### src/rtl/interrupt_unit.sv
// Vectored interrupt unit: synchronised edge-triggered requests, mask, global
// enable and a three-state handshake with the controller (IDLE/REQ/SERV).
module interrupt_unit #(
  parameter int            NIRQ    = 8,
  parameter int            AW      = 8,
  parameter logic [AW-1:0] VECBASE = 8'hE0
) (
  input  logic            clk,
  input  logic            reset,
  input  logic [NIRQ-1:0] irq,
  input  logic [NIRQ-1:0] maskIn,
  input  logic            MASKld,
  input  logic            MASKclr,
  input  logic            intEnable,
  input  logic            intDisable,
  input  logic            clrPend,
  output logic            intPending,
  output logic [AW-1:0]   HVPIaddr,
  output logic [NIRQ-1:0] pendReg,
  output logic [NIRQ-1:0] maskReg
);

  localparam int IW = $clog2(NIRQ);

  typedef enum logic [1:0] {IDLE = 2'd0, REQ = 2'd1, SERV = 2'd2} state_t;

  state_t          state, state_next;
  logic [NIRQ-1:0] sync1, sync2, sync3;
  logic [NIRQ-1:0] rise, active, pend_clr;
  logic [IW-1:0]   idx, hit_idx;
  logic            ie, capture, ack;

  assign rise     = sync2 & ~sync3;
  assign active   = pendReg & maskReg;
  assign pend_clr = ack ? (NIRQ'(1) << idx) : '0;

  // Scan from the top so the lowest set bit is the last one written.
  always_comb begin
    hit_idx = '0;
    for (int i = NIRQ - 1; i >= 0; i--) begin
      if (active[i]) hit_idx = IW'(i);
    end
  end

  // NOTE: every output of a combinational block gets a default first, so no
  // path through the case statement can leave a value unassigned and infer a latch.
  always_comb begin
    state_next = state;
    capture    = 1'b0;
    ack        = 1'b0;
    case (state)
      IDLE: begin
        if (ie && (|active)) begin
          state_next = REQ;
          capture    = 1'b1;
        end
      end
      REQ: begin
        if (clrPend) begin
          ack        = 1'b1;
          state_next = SERV;
        end else if (!maskReg[idx]) begin
          state_next = IDLE;
        end
      end
      SERV: begin
        if (ie) state_next = IDLE;
      end
      default: state_next = IDLE;
    endcase
  end

  // NOTE: sequential state uses non-blocking assignments so every flop samples
  // the pre-edge values of the others, independent of statement order.
  always_ff @(posedge clk or posedge reset) begin
    if (reset) state <= IDLE;
    else       state <= state_next;
  end

  always_ff @(posedge clk or posedge reset) begin
    if (reset) begin
      sync1      <= '0;
      sync2      <= '0;
      sync3      <= '0;
      pendReg    <= '0;
      maskReg    <= '0;
      ie         <= 1'b0;
      idx        <= '0;
      intPending <= 1'b0;
      HVPIaddr   <= '0;
    end else begin
      sync1 <= irq;
      sync2 <= sync1;
      sync3 <= sync2;

      // A new edge on the same cycle as the acknowledge must not be lost.
      pendReg <= (pendReg & ~pend_clr) | rise;

      if (MASKclr)     maskReg <= '0;
      else if (MASKld) maskReg <= maskIn;

      if (intDisable || ack) ie <= 1'b0;
      else if (intEnable)    ie <= 1'b1;

      if (capture) idx <= hit_idx;

      // Presentation lags the state register by one edge.
      intPending <= (state == REQ);
      if (state == REQ) HVPIaddr <= VECBASE + AW'(idx);
    end
  end

endmodule
### config.mk
export PLATFORM = sky130hd
export DESIGN_NAME = interrupt_unit
export DESIGN_NICKNAME = d
export VERILOG_FILES = /design/src/rtl/interrupt_unit.sv
export SDC_FILE = /design/constraint.sdc
export NUM_CORES = 1
export LEC_CHECK = 0
export BUFFER_PORTS_ARGS = -buffer_cell sky130_fd_sc_hd__buf_2
export CAP_MARGIN = 30
export CELL_PAD_IN_SITES_DETAIL_PLACEMENT = 1
export CELL_PAD_IN_SITES_GLOBAL_PLACEMENT = 2
export CORE_MARGIN = 3
export CORE_UTILIZATION = 36
export CTS_CLUSTER_DIAMETER = 120
export DETAILED_ROUTE_END_ITERATION = 12
export GPL_TIMING_DRIVEN = 1
export PLACE_DENSITY = 0.84
export SYNTH_ARGS = -nofsm -noshare
export SYNTH_HDL_FRONTEND = slang
export SYNTH_SLANG_ARGS = --single-unit
### constraint.sdc
create_clock -name clk -period 3.44 [get_ports clk]
set_clock_uncertainty 0.05 [all_clocks]
set_input_delay 0.344 -clock clk [delete_from_list [all_inputs] [get_ports clk]]
set_output_delay 0.344 -clock clk [all_outputs]
set_load 0.02 [all_outputs]
==> flow_summary.json, run 1 <==
{
  "fin_nets": 220,
  "crit_arrival_ns": 1.74,
  "synthToLayoutAreaGrowth_pct": 20.3,
  "clock_latency_ns": 0.31,
  "layout_setup_ws_ns": 1.85,
  "synth_top_area_frac": 0.677,
  "grt_max_degree": 29,
  "finalHoldViolCount": 0,
  "design_area_mm2": 0.00227,
  "final_max_slew_viol_count": 0,
  "fp.dieH_um": 78.3,
  "relSlewSlack": 0.653,
  "cp_max_fo": 5,
  "critPathKind": "register to register",
  "vdd_ir_drop_max_v": 0.000273,
  "grt_pass1_wl_um": 7270,
  "power_density_mw_per_mm2": 638,
  "synth_area_leaders": "dfrtp_1, mux2i_1, o21ai_0, nand2_1, inv_1",
  "fin_crit_ns": 1.59,
  "ant_nets": 0,
  "antenna_found_initial": 0,
  "place_ws_ns": 1.86,
  "post_drt_wl_per_cell_um": 15.8,
  "synth_most_common_cell": "dfrtp_1",
  "htree_levels": 2,
  "io_pins": 48,
  "cp-end-kind": "register",
  "gp_congestion": 0.786,
  "place_area_mm2": 0.00217,
  "rsz0062_at_grt": "false",
  "grt_use_total": 0.152,
  "cts_tree": "yes",
  "async_flop_share": 1.00,
  "min_period_over_period": 0.461,
  "drc": 0,
  "dr.pass1.iters": 4,
  "fmax_mhz": 630,
  "synth.top_cells.by_count": "dfrtp_1, nand2_1, o21ai_0",
  "synth.avg_cell_area_um2": 12.5,
  "drt-total-wl_um": 4180,
  "status": "finished, final reports clean",
  "cts_root_buf": "clkbuf_8",
  "viasPerCell": 4.91,
  "layout-drive-gt1-share": 0.303,
  "setup_tns_ns": 0,
  "dp_hpwl_um": 3210,
  "yosys.area.top_type": "dfrtp_1",
  "num-fill-cells": 577,
  "rows": 25,
  "netlist_area_mm2": 0.00188,
  "seq_area_frac_synth": 0.677,
  "die_width_um": 78.3,
  "core_mm2": 0.00488,
  "cts_setup_buffers": 0,
  "synth_cells": 151,
  "numCtsBuffers": 5,
  "cp.required_ns": 3.59,
  "power_mw": 1.45,
  "via_count": 1301,
  "synth_edf_count": 0,
  "drt_iter0_drc": 59,
  "grt_pass1_vias": 1461,
  "diodes": 0,
  "ys_warn_count": 0,
  "dieArea_mm2": 0.00614,
  "tightestPinTransition_ns": 0.520,
  "worstHoldPathType": "input port to asynchronous set/reset pin",
  "clock_sinks": 51,
  "synthFlopType": "dfrtp_1",
  "clk_pin_slew_ns": 0.10,
  "drv_cap": 0,
  "portBuffers": 45,
  "setup_viol": 0,
  "gr-total-overflow": 0,
  "yosysUniqueCellTypes": 27,
  "synth-seq-cells": 51,
  "ctsResizeCount": 0,
  "clockBufferDepth": 2,
  "leakagePower_nw": 1.10,
  "holdWs_ns": 0.00685,
  "initial_utilization": 0.386,
  "start_kind": "register",
  "postCtsHoldBufs": 0
}
## per-stage QoR
step,util,instances
after global routing,0.464,265
after global placement,0.441,256
after CTS,0.464,265
after floorplan,-,152
after detailed placement,0.445,257
final,0.464,265
## layout make-up
| cell class | count | area, µm² | share of cell area |
|---|---|---|---|
| clock inverter | 3 | 27.5 | 0.0121 |
| inverter | 12 | 45.0 | 0.0199 |
| sequential | 51 | 1280 | 0.563 |
| timing repair buffer | 46 | 245 | 0.108 |
| tap | 67 | 83.8 | 0.0370 |
| multi-input combinational | 81 | 519 | 0.229 |
| clock buffer | 5 | 68.8 | 0.0304 |
## flip-flops by register name, summed over array words and instances (netlist names)
| signal | flops |
|---|---|
| maskReg | 8 |
| pendReg | 8 |
| sync1 | 8 |
| sync2 | 8 |
| sync3 | 8 |
| HVPIaddr | 4 |
| idx | 3 |
| state | 2 |
| ie | 1 |
| intPending | 1 |
## cells by family (layout without fill, tap and decap cells)
family                 count (synthesis)  count (layout)  share of synthesized area
buffers and inverters                 20              66                     0.0491
muxes                                 12              12                     0.0750
other                                  1               2                    0.00199
DFF                                   51              51                      0.677
and+or+nand+nor                       33              33                     0.0810
AOI/OAI and AO/OA                     34              34                      0.116
## worst paths after layout
| path | from | endpoint | slack [ns] | cells past startpoint |
|---|---|---|---|---|
| max | maskReg[3] | idx[0] | 1.85 | 4 |
| min | reset | sync1[4] | 0.007 | 2 |
| max reg2reg | maskReg[3] | idx[0] | 1.85 | 4 |
| min reg2reg | sync1[0] | sync2[0] | 0.31 | 0 |
| max in group asynchronous | reset | pendReg[2] | 2.80 | 3 |
| min in group clk | irq[6] | sync1[6] | 0.08 | 1 |
## layout by cell type (no fill, tap or decap), types with 4 or more instances in the layout
cell type	synthesis	routed
a22oi_1	5	5
buf_2	2	45
clkbuf_8	0	5
dfrtp_1	51	51
inv_1	11	10
mux2i_1	10	10
nand2_1	14	14
nand2b_1	4	4
nor2_1	10	10
o21ai_0	14	14
o21ai_1	4	4
## routing by layer
layer  track usage  vias to the layer above  part of all wire
li1              -                      601                 -
met4        0.0647                        0             0.019
met3        0.0505                        9             0.053
met1         0.189                      661              0.43
met2         0.242                       30              0.50
met5             0                        -                 0
## power by group
| group | internal (mW) | leakage, nW | switching (mW) | total, mW |
|---|---|---|---|---|
| logic | 0.124 | 0.461 | 0.186 | 0.311 |
| clock network | 0.151 | 0.0467 | 0.211 | 0.362 |
| registers | 0.680 | 0.592 | 0.0936 | 0.773 |
| total | 0.955 | 1.10 | 0.491 | 1.45 |
## critical path: stages (launching register included)
cell,delay [ns]
dfrtp_1,0.44
a22oi_1,0.33
nand3_2,0.14
o21ai_2,0.22
mux2_4,0.31
(Power assumes the default switching activity.)
==> inputs of run 2 (changes only) <==
--- a/config.mk
+++ b/config.mk
@@ -10,11 +10,11 @@
 export CELL_PAD_IN_SITES_DETAIL_PLACEMENT = 1
 export CELL_PAD_IN_SITES_GLOBAL_PLACEMENT = 2
 export CORE_MARGIN = 3
-export CORE_UTILIZATION = 36
+export CORE_UTILIZATION = 33
 export CTS_CLUSTER_DIAMETER = 120
 export DETAILED_ROUTE_END_ITERATION = 12
 export GPL_TIMING_DRIVEN = 1
-export PLACE_DENSITY = 0.84
+export PLACE_DENSITY = 0.78
 export SYNTH_ARGS = -nofsm -noshare
 export SYNTH_HDL_FRONTEND = slang
 export SYNTH_SLANG_ARGS = --single-unit
==> constraint.sdc (replaced) <==
create_clock -name clk -period 1.6 [get_ports clk]
set_clock_uncertainty 0.05 [all_clocks]
set_input_delay 0.16 -clock clk [delete_from_list [all_inputs] [get_ports clk]]
set_output_delay 0.16 -clock clk [all_outputs]
set_load 0.02 [all_outputs]
==> run 2 against run 1 <==
Net effect:
- combinational power grew 130%
- critical endpoint unchanged
- die area grew 8.4%
- sequential share of layout area shrank 3.0 points
- non-clock buffer count grew 13
==> flow_summary.json, run 2 (synthesis results as in run 1) <==
{
  "status": "finished, final reports clean",
  "layout_commonest_cell": "dfrtp_1",
  "leakagePower_nw": 1.16,
  "max_stage_delay_ns": 0.45,
  "grt_use_total": 0.140,
  "drc": 0,
  "antenna_found_initial": 0,
  "cts_root_buf": "clkbuf_8",
  "diodes": 0,
  "design_area_mm2": 0.00239,
  "cp-end-kind": "register",
  "worst_path_dominant_cell_family": "compound AO/OA/AOI/OAI gates",
  "htree_levels": 2,
  "setup_tns_ns": 0,
  "fp.dieH_um": 81.6,
  "dp_hpwl_um": 3060,
  "dieArea_mm2": 0.00665,
  "layout_common_cells": "dfrtp_1, buf_2, nand2_1, o21ai_0",
  "gr-total-overflow": 0,
  "die_width_um": 81.6,
  "met2_length_um": 2140,
  "place_area_mm2": 0.00220,
  "gp_congestion": 0.860,
  "power_mw": 3.12,
  "crit_chain": "a22oi_1 > nand2_1 > o21ai_2 > mux2_4",
  "critPathBufInv": 0,
  "cp_max_fo": 5,
  "clock_sinks": 51,
  "grt_pass1_vias": 1447,
  "io_pins": 48,
  "rows": 26,
  "finalHoldViolCount": 0,
  "via_count": 1338,
  "place_ws_ns": 0.101,
  "dr.pass1.iters": 4,
  "drt_iter0_drc": 59,
  "route.top_layer_used": "met4",
  "grt_pass1_wl_um": 7040,
  "grt_max_degree": 52,
  "setup_viol": 0,
  "fmax_mhz": 671,
  "critPathKind": "register to register",
  "cts_tree": "yes",
  "cp.required_ns": 1.74,
  "dr_wl_met3_um": 229,
  "synthToLayoutAreaGrowth_pct": 27.0,
  "final_max_slew_viol_count": 0,
  "crit_slowest_cell": "dfrtp_1",
  "fin_nets": 233,
  "clk_pin_slew_ns": 0.09,
  "portBuffers": 45,
  "fin_crit_ns": 1.49,
  "power_density_mw_per_mm2": 1300,
  "ant_nets": 0,
  "viasPerCell": 4.76,
  "initial_utilization": 0.355,
  "clockBufferDepth": 2,
  "wl_met1_um": 1750,
  "layout_setup_ws_ns": 0.109,
  "clock_latency_ns": 0.30,
  "vdd_ir_drop_max_v": 0.000653,
  "core_mm2": 0.00530,
  "layout-drive-gt1-share": 0.303,
  "crit_arrival_ns": 1.63,
  "drv_cap": 0,
  "rsz0062_at_grt": "false",
  "numCtsBuffers": 5,
  "drt-total-wl_um": 4170,
  "min_period_over_period": 0.932,
  "post_drt_wl_per_cell_um": 14.8,
  "start_kind": "register",
  "worstHoldPathType": "input port to register"
}
## run 2: changes by cell type in the layout (fill, tap and decap cells not counted), sizes merged
cell / change
buf: +3
clkinv: +2
clkinvlp: -1
dlygate4sd3: +10
inv: -1
## run 2: final cells by class
type	instances	area (µm²)
fill	594	2910
sequential	51	1280
multi-input combinational	81	524
timing repair buffer	59	368
tap	70	87.6
clock buffer	5	68.8
inverter	12	45.0
clock inverter	3	22.5
## run 2: worst paths after layout
check	start	to	slack [ns]	cells past startpoint
worst max-delay path	pendReg[0]	idx[0]	0.11	4
max in group asynchronous	reset	state[1]	0.89	4
worst min-delay path	clrPend	ie	0.04	2
min in group asynchronous	reset	sync2[2]	0.38	4
worst max register to register	pendReg[0]	idx[0]	0.11	4
worst min register to register	sync1[5]	sync2[5]	0.31	0
## run 2: through the flow
step / util / cells / hold slack (ns)
after floorplan: - / 152 / 0.141
after global placement: 0.414 / 263 / 0.169
after detailed placement: 0.414 / 263 / 0.177
after CTS: 0.450 / 281 / 0.0310
after global routing: 0.451 / 281 / 0.0471
final: 0.451 / 281 / 0.0405
## run 2: where the power goes
| group | switching, mW | leakage (nW) | internal, mW |
|---|---|---|---|
| registers | 0.204 | 0.592 | 1.46 |
| logic | 0.399 | 0.517 | 0.302 |
| clock network | 0.439 | 0.0485 | 0.314 |
| total | 1.04 | 1.16 | 2.08 |
## run 2: repair_timing
action,4_1_cts,5_1_grt
endpoints found under the setup margin,0,2
gates resized for setup,0,2
buffers inserted,0,0
hold buffers,10,0
hold endpoints to repair,60,0
## run 2: layer usage
metal  GRT usage  vias to the layer above
li1            -                      624
met3      0.0428                        6
met4      0.0473                        0
met5           0                        -
met1       0.170                      679
met2       0.238                       29
